===== src/rtl/dl_demux4_pipe.sv =====
// Registered 1-to-4 valid/ready stream demultiplexer with one single-entry slot per output.
// Latency: exactly 1 cycle from input acceptance to out_valid; outputs come straight from slot registers.
// Backpressure: a full slot stalls the input only while in_sel points at it and its consumer is not ready.
//
// Ports:
//   clk, rst_n               clock, asynchronous active-low reset
//   in_valid/in_ready        input handshake; in_sel picks the destination, in_data is the payload
//   out_valid[3:0]           per-output beat present; out_ready[3:0] per-output consumer ready
//   out0_data..out3_data     per-output payload (slot register)
//   stats_clr, cnt0..cnt3    transfer counters, present only with DL_DEMUX4_STATS_EN defined
module dl_demux4_pipe #(
    parameter int NUM_BITS = 32,
    parameter int CNT_BITS = 16
) (
    input  logic                clk,
    input  logic                rst_n,
    input  logic                in_valid,
    output logic                in_ready,
    input  logic [1:0]          in_sel,
    input  logic [NUM_BITS-1:0] in_data,
    output logic [3:0]          out_valid,
    input  logic [3:0]          out_ready,
    output logic [NUM_BITS-1:0] out0_data,
    output logic [NUM_BITS-1:0] out1_data,
    output logic [NUM_BITS-1:0] out2_data,
    output logic [NUM_BITS-1:0] out3_data
`ifdef DL_DEMUX4_STATS_EN
    ,
    input  logic                stats_clr,
    output logic [CNT_BITS-1:0] cnt0,
    output logic [CNT_BITS-1:0] cnt1,
    output logic [CNT_BITS-1:0] cnt2,
    output logic [CNT_BITS-1:0] cnt3
`endif
);

    typedef enum logic {
        SLOT_EMPTY = 1'b0,
        SLOT_FULL  = 1'b1
    } slot_state_e;

    slot_state_e         slot_q [4];
    slot_state_e         slot_d [4];
    logic [NUM_BITS-1:0] data_q [4];
    logic [NUM_BITS-1:0] data_d [4];
    logic [3:0]          load;
    logic [3:0]          drain;

    // A full slot can still accept when its consumer empties it this same cycle,
    // which keeps one beat per cycle flowing to a ready destination.
    // Deliberately independent of in_valid.
    always_comb begin
        in_ready = (slot_q[in_sel] == SLOT_EMPTY) | out_ready[in_sel];
    end

    always_comb begin
        load  = '0;
        drain = '0;
        for (int i = 0; i < 4; i++) begin
            load[i]  = in_valid & in_ready & (in_sel == 2'(i));
            drain[i] = (slot_q[i] == SLOT_FULL) & out_ready[i];
        end
    end

    // Next-state logic per slot
    always_comb begin
        for (int i = 0; i < 4; i++) begin
            slot_d[i] = slot_q[i];
            data_d[i] = data_q[i];
            case (slot_q[i])
                SLOT_EMPTY: begin
                    if (load[i]) begin
                        slot_d[i] = SLOT_FULL;
                    end
                end
                SLOT_FULL: begin
                    // A simultaneous load refills the slot instead of emptying it.
                    if (drain[i] && !load[i]) begin
                        slot_d[i] = SLOT_EMPTY;
                    end
                end
                default: slot_d[i] = SLOT_EMPTY;
            endcase
            if (load[i]) begin
                data_d[i] = in_data;
            end
        end
    end

    // State register
    always_ff @(posedge clk or negedge rst_n) begin
        if (!rst_n) begin
            for (int i = 0; i < 4; i++) begin
                slot_q[i] <= SLOT_EMPTY;
                data_q[i] <= '0;
            end
        end else begin
            for (int i = 0; i < 4; i++) begin
                slot_q[i] <= slot_d[i];
                data_q[i] <= data_d[i];
            end
        end
    end

    // Outputs come only from registered state
    always_comb begin
        for (int i = 0; i < 4; i++) begin
            out_valid[i] = (slot_q[i] == SLOT_FULL);
        end
        out0_data = data_q[0];
        out1_data = data_q[1];
        out2_data = data_q[2];
        out3_data = data_q[3];
    end

`ifdef DL_DEMUX4_STATS_EN
    logic [CNT_BITS-1:0] cnt_q [4];
    logic [CNT_BITS-1:0] cnt_d [4];

    // drain[i] is exactly out_valid[i] & out_ready[i]; clear beats increment, count saturates.
    always_comb begin
        for (int i = 0; i < 4; i++) begin
            cnt_d[i] = cnt_q[i];
            if (stats_clr) begin
                cnt_d[i] = '0;
            end else if (drain[i] && (cnt_q[i] != {CNT_BITS{1'b1}})) begin
                cnt_d[i] = cnt_q[i] + CNT_BITS'(1);
            end
        end
    end

    always_ff @(posedge clk or negedge rst_n) begin
        if (!rst_n) begin
            for (int i = 0; i < 4; i++) begin
                cnt_q[i] <= '0;
            end
        end else begin
            for (int i = 0; i < 4; i++) begin
                cnt_q[i] <= cnt_d[i];
            end
        end
    end

    always_comb begin
        cnt0 = cnt_q[0];
        cnt1 = cnt_q[1];
        cnt2 = cnt_q[2];
        cnt3 = cnt_q[3];
    end
`else
    // CNT_BITS only sizes the counters; keep it referenced when they are compiled out.
    localparam int UNUSED_CNT_BITS = CNT_BITS;
`endif

endmodule


===== config.mk =====
export PLATFORM = sky130hd
export DESIGN_NAME = dl_demux4_pipe
export DESIGN_NICKNAME = d
export VERILOG_FILES = /design/src/rtl/dl_demux4_pipe.sv
export SDC_FILE = /design/constraint.sdc
export NUM_CORES = 1
export LEC_CHECK = 0
export ABC_CLOCK_PERIOD_IN_PS = 1650
export CAP_MARGIN = 0
export CORE_ASPECT_RATIO = 0.6
export CORE_MARGIN = 1
export CORE_UTILIZATION = 30
export CTS_CLUSTER_DIAMETER = 150
export DETAILED_ROUTE_END_ITERATION = 16
export REMOVE_ABC_BUFFERS = 1
export SLEW_MARGIN = 5
export SYNTH_ARGS = -nofsm -noshare
export SYNTH_HDL_FRONTEND = slang
export SYNTH_SLANG_ARGS = --single-unit

===== constraint.sdc =====
create_clock -name clk -period 1.65 [get_ports clk]
set_input_delay 0.33 -clock clk [delete_from_list [all_inputs] [get_ports clk]]
set_output_delay 0.33 -clock clk [all_outputs]
set_load 0.005 [all_outputs]

# Word level (Yosys, flattened, before mapping)

Index checks and enable logic that the tools add are counted.

$lt $le $gt $ge: 2
Equal/unequal tests: 3
Multiplexer cells: 17
Bitwise operators: 16
Reductions and logical operators: 9

Operator list:

| operator           | number |
|---|---|
| $mux 1             | 11 |
| $and 1x1->1        | 9 |
| $pmux 1 s2         | 4 |
| $not 1->1          | 5 |
| $bmux 1 s2         | 2 |
| $eq 2x2->1 const B | 2 |
| $logic_and 1x1->1  | 4 |
| $logic_not 1->1    | 4 |
| $ge 3x3->1 const B | 1 |
| $lt 2x3->1 const B | 1 |
| $not 2->3          | 1 |
| $eq 2x1->1 const B | 1 |
| $logic_not 2->1    | 1 |
| $or 1x1->1         | 1 |

Flip-flop bits (word level): 132
Bits of input ports: 41
Output and inout port bits: 133
Word-level logic and storage cells: 55

# Depth between registers and ports, before layout

Gate-level depths: netlist (run 1).

Word-level depth: 12
Mapped depth: 6
Gate-level depth less buffers: 3

# Worst setup path after synthesis (run 1)

Ideal clock, no wire load.

Path kind: input port to flip-flop
Start: input port in_sel[1]
End: register data_q (netlist bit out3_data[10])
Library setup time: 0.125 ns
Arrival time: 1.334 ns
Data required time: 1.525 ns
Setup slack: 0.191 ns
Stages on the path: 6
Buffers on the path: 3
Path through: buf_2 > nand3_1 > nor2b_1 > clkbuf_2 > buf_6 > mux2_2

Word-level cells in the longest chain between the ends: 8
Elaborated cells between the ends (all ways): 11
Classes of those cells: eq/ne (1); mux (5); bitwise (5)

Ends and longest elaborated chain:

| item                                      | line | source |
|---|---|---|
| start, declared                           | 19   | `input logic [1:0] in_sel,` |
| $not 2->3 (implied by the code)           | 53   | `in_ready = (slot_q[in_sel] == SLOT_EMPTY) \| out_ready[in_sel];` |
| $bmux 1 s2                                | 53   |  |
| $mux 1 (implied by the code) (2 in a row) | 53   |  |
| $not 1->1                                 | 53   |  |
| $or 1x1->1                                | 53   |  |
| $and 1x1->1                               | 60   | `load[i] = in_valid & in_ready & (in_sel == 2'(i));` |
| $and 1x1->1 (*)                           | 60   |  |
| end signal, assigned by index             | 100  | `data_q[i] <= data_d[i];` |
| end, declared                             | 44   | `logic [NUM_BITS-1:0] data_q [4];` |

Mark *: on every way between the ends. The rest lies on a longest branch, timed or not. The select of a mux whose other input is x is not followed.
A chain may end at the register's enable or synchronous reset.

# Worst setup path in the final report (run 1)

Start: input port out_ready[1]
End: output port in_ready

Word-level cells in the longest chain between the ends: 3

Ends and longest elaborated chain:

| item                         | line | source |
|---|---|---|
| start, declared              | 22   | `input logic [3:0] out_ready,` |
| $bmux 1 s2                   | 53   |  |
| $mux 1 (implied by the code) | 53   |  |
| $or 1x1->1                   | 53   |  |
| end, declared                | 18   | `output logic in_ready,` |

No other way between the ends. The select of a mux whose other input is x is not followed.

==> results.toml, run 1 <==
[run_status]
status = "complete, but fails checks"
violations = "setup timing"

[grt]
grt_pass1_vias = 3396
grt_antenna_before_repair = 0
use_met3_pct = 8.44
overflow = 0
met1_usage_pct = 20.2
grt_first_pass_wirelength_mm = 19.8
gr-max-usage-layer = "met2"
grt_max_degree = 70
grtUsageMet2_pct = 21.9
grt_usage_pct = 15.5

[worst_setup_path]
arrival_ns = 1.46
worstSetupStartpointType = "input port"
path_buf_inv = 2
critPathMaxFanout = 2
crit_path_end_kind = "primary output"
crit_chain = "clkdlybuf4s50_1 -> nand2b_1 -> mux4_2 -> buf_2"
critical_path_class = "input port to primary output"
critPathSlowestCell = "mux4_2"
max_stage_delay_ns = 0.45
crit_family = "buffers and inverters"
required_ns = 1.32

[clock_network]
cts_tree = "done"
cts_root_buffer = "clkbuf_16"
cts_made_buffers = 17
cts.clk_slew.worst_paths_ns = 0.06
clock_latency_ns = 0.40
cts.htree.levels = 4
cts_buffer_depth = 2
cts.sinks = 132

[logic_synthesis]
yosysUniqueCellTypes = 16
synth_top_area_cell = "dfrtp_1"
synth_cells = 292
avgSynthCellArea_um2 = 17.1
synth_top_area_share_pct = 66.1
yosys_warnings = 0
synth_seq_cells = 132
netlist_area_um2 = 5000
synth_area_leaders = "dfrtp_1 66%, mux2_2 28%, buf_6 2.0%, mux2_1 0.90%, buf_2 0.50%"
yosysSeqAreaShare_pct = 66.1

[floorplan]
start_util_pct = 30.7
die_w_um = 169
die-area_um2 = 17200
rows = 36
ios = 174
design.core.area_um2 = 16300
die_h_um = 102

[detailed_routing]
vias = 3164
viasPerCell = 4.32
drtAntennaViolNets = 0
drt_iter0_drc = 93
drc = 0
wl_per_cell_um = 17.2
dr.pass1.iters = 4
drt_wl_total_mm = 12.6

[job]
drv_cap = 0

[timing]
slew_headroom_pct = 74.7
hold_viol_final = 0
layout_min_cycle_time_ns = 1.79
rsz0062_at_grt = "yes"
timing.final.ws_setup_ns = -0.136
fmax_mhz = 560
finalSetupViolCount = 1
tightest_slew_ns = 0.379
fin_crit_sh_pct = 108
clock_skew_ns = 0.00723
drv_slew = 0
finalSetupTns_ns = -0.136

[power]
seqPwrFrac_pct = 40.9
p_per_area_nw_per_um2 = 1320
p_int_w = 0.00789
swShare_pct = 24.1
power_frac_comb_pct = 23.4
power_switching_w = 0.00250
clkPwrFrac_pct = 35.6
power_leakage_nw = 3.73
vdd_drop_max_mv = 0.624

[final_layout]
finish.utilization_pct = 48.5
layout-drive-gt1-share_pct = 36.9
final_cell_mix = "132 x dfrtp_1, 124 x mux2_2, 112 x clkdlybuf4s50_1"
design_area_um2 = 7890
final_common_cell = "dfrtp_1"
fillCellCount = 1382
num_antenna_cells = 0
nNetsFinal = 532
areaGrowthSynthToFinish_pct = 57.8

[place]
dp_hpwl_mm = 8.60
dpl-instance-area_um2 = 7140
io_buffers = 173
gp_congestion = 0.744

[worst_hold_path]
hp-class = "input port to async pin"
[stage by stage]
step                      total power, W  setup slack [ns]  instances  hold WS (ns)
final                             0.0104            -0.136        732         0.261
after global routing              0.0109            -0.197        732         0.249
after CTS                         0.0106            -0.150        729         0.236
after detailed placement         0.00685            -0.541        694         0.137
after global placement           0.00679            -0.569        694         0.137
after floorplan                  0.00500            -0.836        277        0.0344
[power by group through the flow]
stage | registers (W) | logic [W] | clock network (W)
after global routing | 0.00435 | 0.00262 | 0.00397
after floorplan | 0.00434 | 0.000661 | 0
after CTS | 0.00428 | 0.00253 | 0.00380
after detailed placement | 0.00432 | 0.00253 | 0
after global placement | 0.00429 | 0.00250 | 0
final | 0.00425 | 0.00244 | 0.00370
[registers in the layout, indices dropped and copies added (netlist names)]
| signal | cells |
|---|---|
| out2_data | 32 |
| out1_data | 32 |
| out0_data | 32 |
| out_valid | 4 |
| out3_data | 32 |
[area by class of cell]
type | instances | area (µm²) | area share (%)
multi-input cells | 145 | 1600 | 20.2
clock inverters | 12 | 131 | 1.67
well taps | 228 | 285 | 3.62
flip-flops and latches | 132 | 3300 | 41.9
repair buffers | 195 | 2120 | 26.8
clock buffers | 20 | 457 | 5.79
[final timing paths]
| check | startpoint | to | slack (ns) | cells after the start |
|---|---|---|---|---|
| setup / recovery | out_ready[1] | in_ready | -0.14 | 4 |
| hold / removal | rst_n | out0_data[16]$_DFFE_PN0P_ | 0.26 | 2 |
| setup reg to reg | out_valid[1]$_DFF_PN0_ | out1_data[28]$_DFFE_PN0P_ | 0.06 | 5 |
| hold reg to reg | out3_data[6]$_DFFE_PN0P_ | out3_data[6]$_DFFE_PN0P_ | 0.49 | 1 |
| max in group asynchronous | rst_n | out2_data[12]$_DFFE_PN0P_ | 0.83 | 3 |
| min in group clk | out_ready[0] | out_valid[0]$_DFF_PN0_ | 0.35 | 3 |
[kinds of logic after synthesis]
group / share of synthesized area (%)
and+or+nand+nor: 1.93
DFF: 66.1
muxes: 29.3
buffers and inverters: 2.63
AOI/OAI and AO/OA: 0.100
[timing repair]
| item | 4_1_cts | 5_1_grt |
|---|---|---|
| hold endpoints to repair | 128 | 0 |
| setup endpoints to repair | 12 | 48 |
| buffers inserted | 2 | 3 |
| hold buffers | 1 | 0 |
| gates resized for setup | 20 | 46 |
[metal layers]
| layer | vias up | part of all wire [%] |
|---|---|---|
| li1 | 1440 | - |
| met1 | 1592 | 47 |
| met2 | 120 | 41 |
| met3 | 12 | 11 |
| met4 | 0 | 1.1 |
| met5 | - | 0 |
[synthesized netlist by cell type, drive strengths merged]
master,count
and3,1
buf,14
clkbuf,1
dfrtp,132
mux2,128
mux4,1
nand2,5
nand2b,4
nand3,1
nand3b,1
nor2b,2
nor3b,1
o21ai,1
Note: power is estimated with default switching activity, not from simulation.
==> run 2, diff against run 1 <==
--- a/config.mk
+++ b/config.mk
@@ -8,12 +8,11 @@
 export ABC_CLOCK_PERIOD_IN_PS = 1650
 export CAP_MARGIN = 0
 export CORE_ASPECT_RATIO = 0.6
-export CORE_MARGIN = 1
+export CORE_MARGIN = 8
 export CORE_UTILIZATION = 30
-export CTS_CLUSTER_DIAMETER = 150
 export DETAILED_ROUTE_END_ITERATION = 16
 export REMOVE_ABC_BUFFERS = 1
-export SLEW_MARGIN = 5
+export SLEW_MARGIN = 20
 export SYNTH_ARGS = -nofsm -noshare
 export SYNTH_HDL_FRONTEND = slang
 export SYNTH_SLANG_ARGS = --single-unit
==> run 2 against run 1 <==
  * Non-clock buffer count is 4 higher
  * Critical path depth is 1 lower
  * Wire length is 13% higher
  * Flip-flop and latch count stayed put
  * First-iteration DRC count is 4.3% lower
  * Setup slack worse by 0.0019 ns
  * Die area is 23% higher
  * Clock-buffer cell count stayed put
  * The flow still finishes with violations (setup timing)
  * Global-route usage is 1.8 points lower
  * Sequential share of layout area is 0.43 points lower
  * Sequential power hardly changed
  * Core utilization is 0.51 points higher
==> results.toml, run 2 (synthesis results as in run 1) <==
[detailed_routing]
wl_per_cell_um = 19.3
drt_wl_total_mm = 14.2
vias = 3208
drt_iter0_drc = 89
viasPerCell = 4.36
drtAntennaViolNets = 0
drc = 0
dr.pass1.iters = 4

[clock_network]
cts.sinks = 132
clock_latency_ns = 0.41
cts.htree.levels = 4
cts_tree = "done"
cts_root_buffer = "clkbuf_16"
cts.clk_slew.worst_paths_ns = 0.06
cts_buffer_depth = 2
cts_made_buffers = 17

[floorplan]
die_w_um = 183
die_h_um = 116
die-area_um2 = 21200
rows = 36
ios = 174
design.core.area_um2 = 16300
start_util_pct = 30.7

[worst_setup_path]
critical_path_class = "flip-flop to primary output"
crit_start = "out_valid[3]$_DFF_PN0_"
r2r_slack_ns = 0.09
required_ns = 1.32
critPathSlowestCell = "mux4_2"
crit_chain = "nand2b_4 -> mux4_2 -> buf_2"
r2r-end = "out1_data[29]$_DFFE_PN0P_"
crit_path_end_kind = "primary output"
worstSetupStartpointType = "flip-flop"
reg2reg_depth = 6
critPathMaxFanout = 2
worstReg2RegStart = "out_valid[1]$_DFF_PN0_"
max_stage_delay_ns = 0.45
arrival_ns = 1.46

[timing]
drv_slew = 0
rsz0062_at_grt = "yes"
hold_viol_final = 0
fmax_mhz = 559
timing.final.ws_setup_ns = -0.138
tightest_slew_ns = 0.510
timing.hold.ws_ns = 0.305
layout_min_cycle_time_ns = 1.79
slew_headroom_pct = 66.0
fin_crit_sh_pct = 108
clock_skew_ns = 0.0110
finalSetupViolCount = 1
finalSetupTns_ns = -0.138

[grt]
met1_usage_pct = 17.1
grt_usage_pct = 13.7
grt_first_pass_wirelength_mm = 22.1
grt_antenna_before_repair = 0
use_met3_pct = 8.42
grt_pass1_vias = 3788
gr-max-usage-layer = "met2"
overflow = 0
grt_max_degree = 44
grtUsageMet2_pct = 19.2

[final_layout]
layout-drive-gt1-share_pct = 37.5
areaGrowthSynthToFinish_pct = 59.4
num_antenna_cells = 0
fin_cells = 735
nNetsFinal = 536
final_common_cell = "dfrtp_1"
final_cell_mix = "132 x dfrtp_1, 124 x mux2_2, 97 x clkdlybuf4s50_1"

[place]
gp_congestion = 0.744
place_inst = 698
io_buffers = 173
dp_hpwl_mm = 10.3

[run_status]
status = "complete, but fails checks"
violations = "setup timing"

[power]
power_leakage_nw = 3.82
p_per_area_nw_per_um2 = 1320
vdd_drop_max_mv = 0.584

[worst_hold_path]
hold_path.startpoint = "out_ready[0]"
holdPathStages = 4
hold_end = "out_valid[0]$_DFF_PN0_"
hp-class = "input port to flip-flop"

[job]
drv_cap = 0
-- run 2: metal layers --
| metal | vias to the layer above | share of wire [%] |
|---|---|---|
| met1 | 1630 | 46 |
| met2 | 126 | 41 |
| met3 | 10 | 12 |
| li1 | 1442 | - |
| met5 | - | 0 |
| met4 | 0 | 0.84 |
-- run 2: worst max-delay path by stage --
stage          cells after the start                        to
3_5_place_dp                       4                  in_ready
2_1_floorplan                      3  out3_data[0]$_DFFE_PN0P_
3_3_place_gp                       4                  in_ready
6_report                           3                  in_ready
5_1_grt                            3                  in_ready
4_1_cts                            3                  in_ready
-- run 2: layout make-up --
class / instances / area, µm²
Tap cell: 228 / 285
Clock inverter: 11 / 154
Sequential cell: 132 / 3300
Fill cell: 1416 / 8290
Multi-Input combinational cell: 145 / 1600
Timing Repair Buffer: 199 / 2180
Clock buffer: 20 / 447
-- run 2: through the flow --
| step | setup slack (ns) | utilization [%] | total power, W | instance area (µm²) |
|---|---|---|---|---|
| 5_1_grt | -0.196 | 49.0 | 0.0111 | 7970 |
| 2_1_floorplan | -0.836 | - | 0.00500 | 4870 |
| 3_5_place_dp | -0.520 | 44.1 | 0.00694 | 7170 |
| 6_report | -0.138 | 49.0 | 0.0105 | 7970 |
| 4_1_cts | -0.158 | 47.9 | 0.0108 | 7790 |
| 3_3_place_gp | -0.523 | 44.1 | 0.00687 | 7170 |
-- run 2: what timing repair did --
item,4_1_cts,5_1_grt
buffers inserted,2,2
resized for setup,30,53
endpoints found under the setup margin,21,70
pin swaps,0,1
gates cloned,0,1
endpoints found under the hold margin,28,0
hold buffers,1,0
-- run 2: worst max-delay path: cells and delay by family, from the launching register on --
kind,cells,cell delay (ns)
flip-flops,1,0.40
buffers and inverters,1,0.14
multiplexers,1,0.45
AND/OR/NAND/NOR,1,0.07
-- run 2: power by group --
part / switching [W] / internal, W / total (W)
clock network: 0.00139 / 0.00242 / 0.00380
logic: 0.000801 / 0.00165 / 0.00245
registers: 0.000364 / 0.00391 / 0.00428
==> run 3, diff against run 2 <==
--- a/config.mk
+++ b/config.mk
@@ -9,7 +9,7 @@
 export CAP_MARGIN = 0
 export CORE_ASPECT_RATIO = 0.6
 export CORE_MARGIN = 8
-export CORE_UTILIZATION = 30
+export CORE_UTILIZATION = 35
 export DETAILED_ROUTE_END_ITERATION = 16
 export REMOVE_ABC_BUFFERS = 1
 export SLEW_MARGIN = 20
==> run 3 against run 2 <==
  * The flow still finishes with violations (setup timing)
  * Wire length decreased by 3.2%
  * Global-route usage increased by 1.3 points
  * Hold slack improved by 0.037 ns
  * Cell area decreased by 1.1%
  * Sequential share of layout area increased by 0.48 points
  * Total power increased by 0.40%
  * Clock skew decreased by 0.0018 ns
  * Critical path type is now input port to primary output
  * Largest cell class unchanged
  * Largest power group unchanged
==> results.toml, run 3 (synthesis results as in run 1) <==
[timing]
finalSetupTns_ns = -0.141
clock_skew_ns = 0.00924
hold_viol_final = 0
layout_min_cycle_time_ns = 1.79
drv_slew = 0
fmax_mhz = 558
rsz0062_at_grt = "yes"
finalSetupViolCount = 1
slew_headroom_pct = 78.8
fin_crit_sh_pct = 109
timing.final.ws_setup_ns = -0.141
tightest_slew_ns = 0.319

[clock_network]
cts_root_buffer = "clkbuf_16"
cts.clk_slew.worst_paths_ns = 0.06
clock_latency_ns = 0.40
cts_tree = "done"
cts.htree.levels = 4
cts.sinks = 132
cts_made_buffers = 17
cts_buffer_depth = 2

[grt]
grt_antenna_before_repair = 0
overflow = 0
grt_first_pass_wirelength_mm = 21.2
grt_usage_pct = 15.0
grt_pass1_vias = 3552
grt_max_degree = 56

[place]
io_buffers = 173
gp_congestion = 0.758
place_ws_ns = -0.485
dp_hpwl_mm = 9.91

[power]
power_leakage_nw = 3.83
p_int_w = 0.00802
seqPwrFrac_pct = 40.5
swShare_pct = 24.2
power_frac_comb_pct = 23.1
p_per_area_nw_per_um2 = 1340
clkPwrFrac_pct = 36.4
vdd_drop_max_mv = 0.714
power_switching_w = 0.00255

[floorplan]
die_h_um = 109
die_w_um = 170
die-area_um2 = 18500
rows = 33
design.core.area_um2 = 13800
start_util_pct = 36.3
ios = 174

[final_layout]
num_antenna_cells = 0
nNetsFinal = 533
final_common_cell = "dfrtp_1"
finish.utilization_pct = 57.1
layout-drive-gt1-share_pct = 37.0
final_cell_mix = "132 x dfrtp_1, 124 x mux2_2, 100 x clkdlybuf4s50_1"
seqCellArea_um2 = 3300
areaGrowthSynthToFinish_pct = 57.6
fillCellCount = 1151
multi_input_area_um2 = 1590

[worst_setup_path]
arrival_ns = 1.46
crit_path_end_kind = "primary output"
max_stage_delay_ns = 0.44
critPathSlowestCell = "mux4_2"
worstSetupStartpointType = "input port"
critPathMaxFanout = 2
r2r-end = "out1_data[29]$_DFFE_PN0P_"
crit_chain = "clkdlybuf4s50_1 -> nand2b_4 -> mux4_2 -> buf_2"
critical_path_class = "input port to primary output"
reg2reg_depth = 5
r2r_slack_ns = 0.11
required_ns = 1.32
worstReg2RegStart = "out_valid[1]$_DFF_PN0_"

[detailed_routing]
drc = 0
vias = 3250
viasPerCell = 4.66
drt_wl_total_mm = 13.8
dr.pass1.iters = 4
wl_per_cell_um = 19.8
drtAntennaViolNets = 0
drt_iter0_drc = 122

[run_status]
status = "complete, but fails checks"
violations = "setup timing"

[job]
drv_cap = 0

[worst_hold_path]
hp-class = "input port to async pin"
==> run 3: changes by cell type in the layout (fill, tap and decap cells not counted), sizes merged <==
cell,change
dlygate4sd2,-8
dlymetal6s2s,+5
inv,-1
clkbuf,-1
buf,-2
clkdlybuf4s50,+3
clkinv,+2
==> run 3: worst max-delay path by stage <==
stage / start / to / slack (ns) / cells past startpoint
6_report: out_ready[0] / in_ready / -0.14 / 4
3_5_place_dp: out_ready[3] / in_ready / -0.49 / 4
5_1_grt: out_valid[0]$_DFF_PN0_ / in_ready / -0.18 / 3
3_3_place_gp: out_ready[3] / in_ready / -0.47 / 4
2_1_floorplan: out_valid[3]$_DFF_PN0_ / out3_data[0]$_DFFE_PN0P_ / -0.84 / 3
4_1_cts: out_valid[3]$_DFF_PN0_ / in_ready / -0.15 / 3
==> run 3: metrics by stage <==
stage                     area, µm²  hold slack (ns)  std cells  total power [W]
after floorplan                4870           0.0344        277          0.00500
after global placement         7090            0.204        660          0.00688
after detailed placement       7090            0.207        660          0.00694
after CTS                      7710            0.326        694           0.0108
after global routing           7880            0.347        697           0.0111
final                          7880            0.342        697           0.0106
==> run 3: final cells by class <==
cell class	count	share of cell area, %
Multi-Input combinational cell	145	20.2
Clock inverter	12	1.97
Sequential cell	132	41.9
Tap cell	192	3.05
Timing Repair Buffer	196	27.1
Clock buffer	20	5.80
==> run 3: what timing repair did <==
item                                    CTS  global route
pin swaps                                 0             0
buffers inserted                          1             3
gates resized for setup                  19            59
endpoints found under the setup margin   15            59
endpoints found under the hold margin    11             0
hold buffers                              1             0
==> run 3: layer usage <==
| metal | vias up | wire (µm) | track usage [%] | share of wire (%) |
|---|---|---|---|---|
| met5 | - | 0 | 0 | 0 |
| met4 | 0 | 115 | 4.11 | 0.84 |
| met3 | 13 | 1770 | 9.79 | 13 |
| met2 | 126 | 5490 | 20.5 | 40 |
| met1 | 1669 | 6390 | 19.3 | 46 |
| li1 | 1442 | - | - | - |
==> run 3: worst max-delay path, delay by kind of cell <==
| kind | cells | cell delay, ns |
|---|---|---|
| buffers and inverters | 2 | 0.55 |
| muxes | 1 | 0.44 |
| and+or+nand+nor | 1 | 0.15 |
==> run 3: power groups by stage <==
stage	Sequential (W)	Clock (W)	Combinational, W
5_1_grt	0.00437	0.00406	0.00265
2_1_floorplan	0.00434	0	0.000661
6_report	0.00428	0.00385	0.00244
3_3_place_gp	0.00433	0	0.00255
3_5_place_dp	0.00435	0	0.00259
4_1_cts	0.00430	0.00393	0.00257
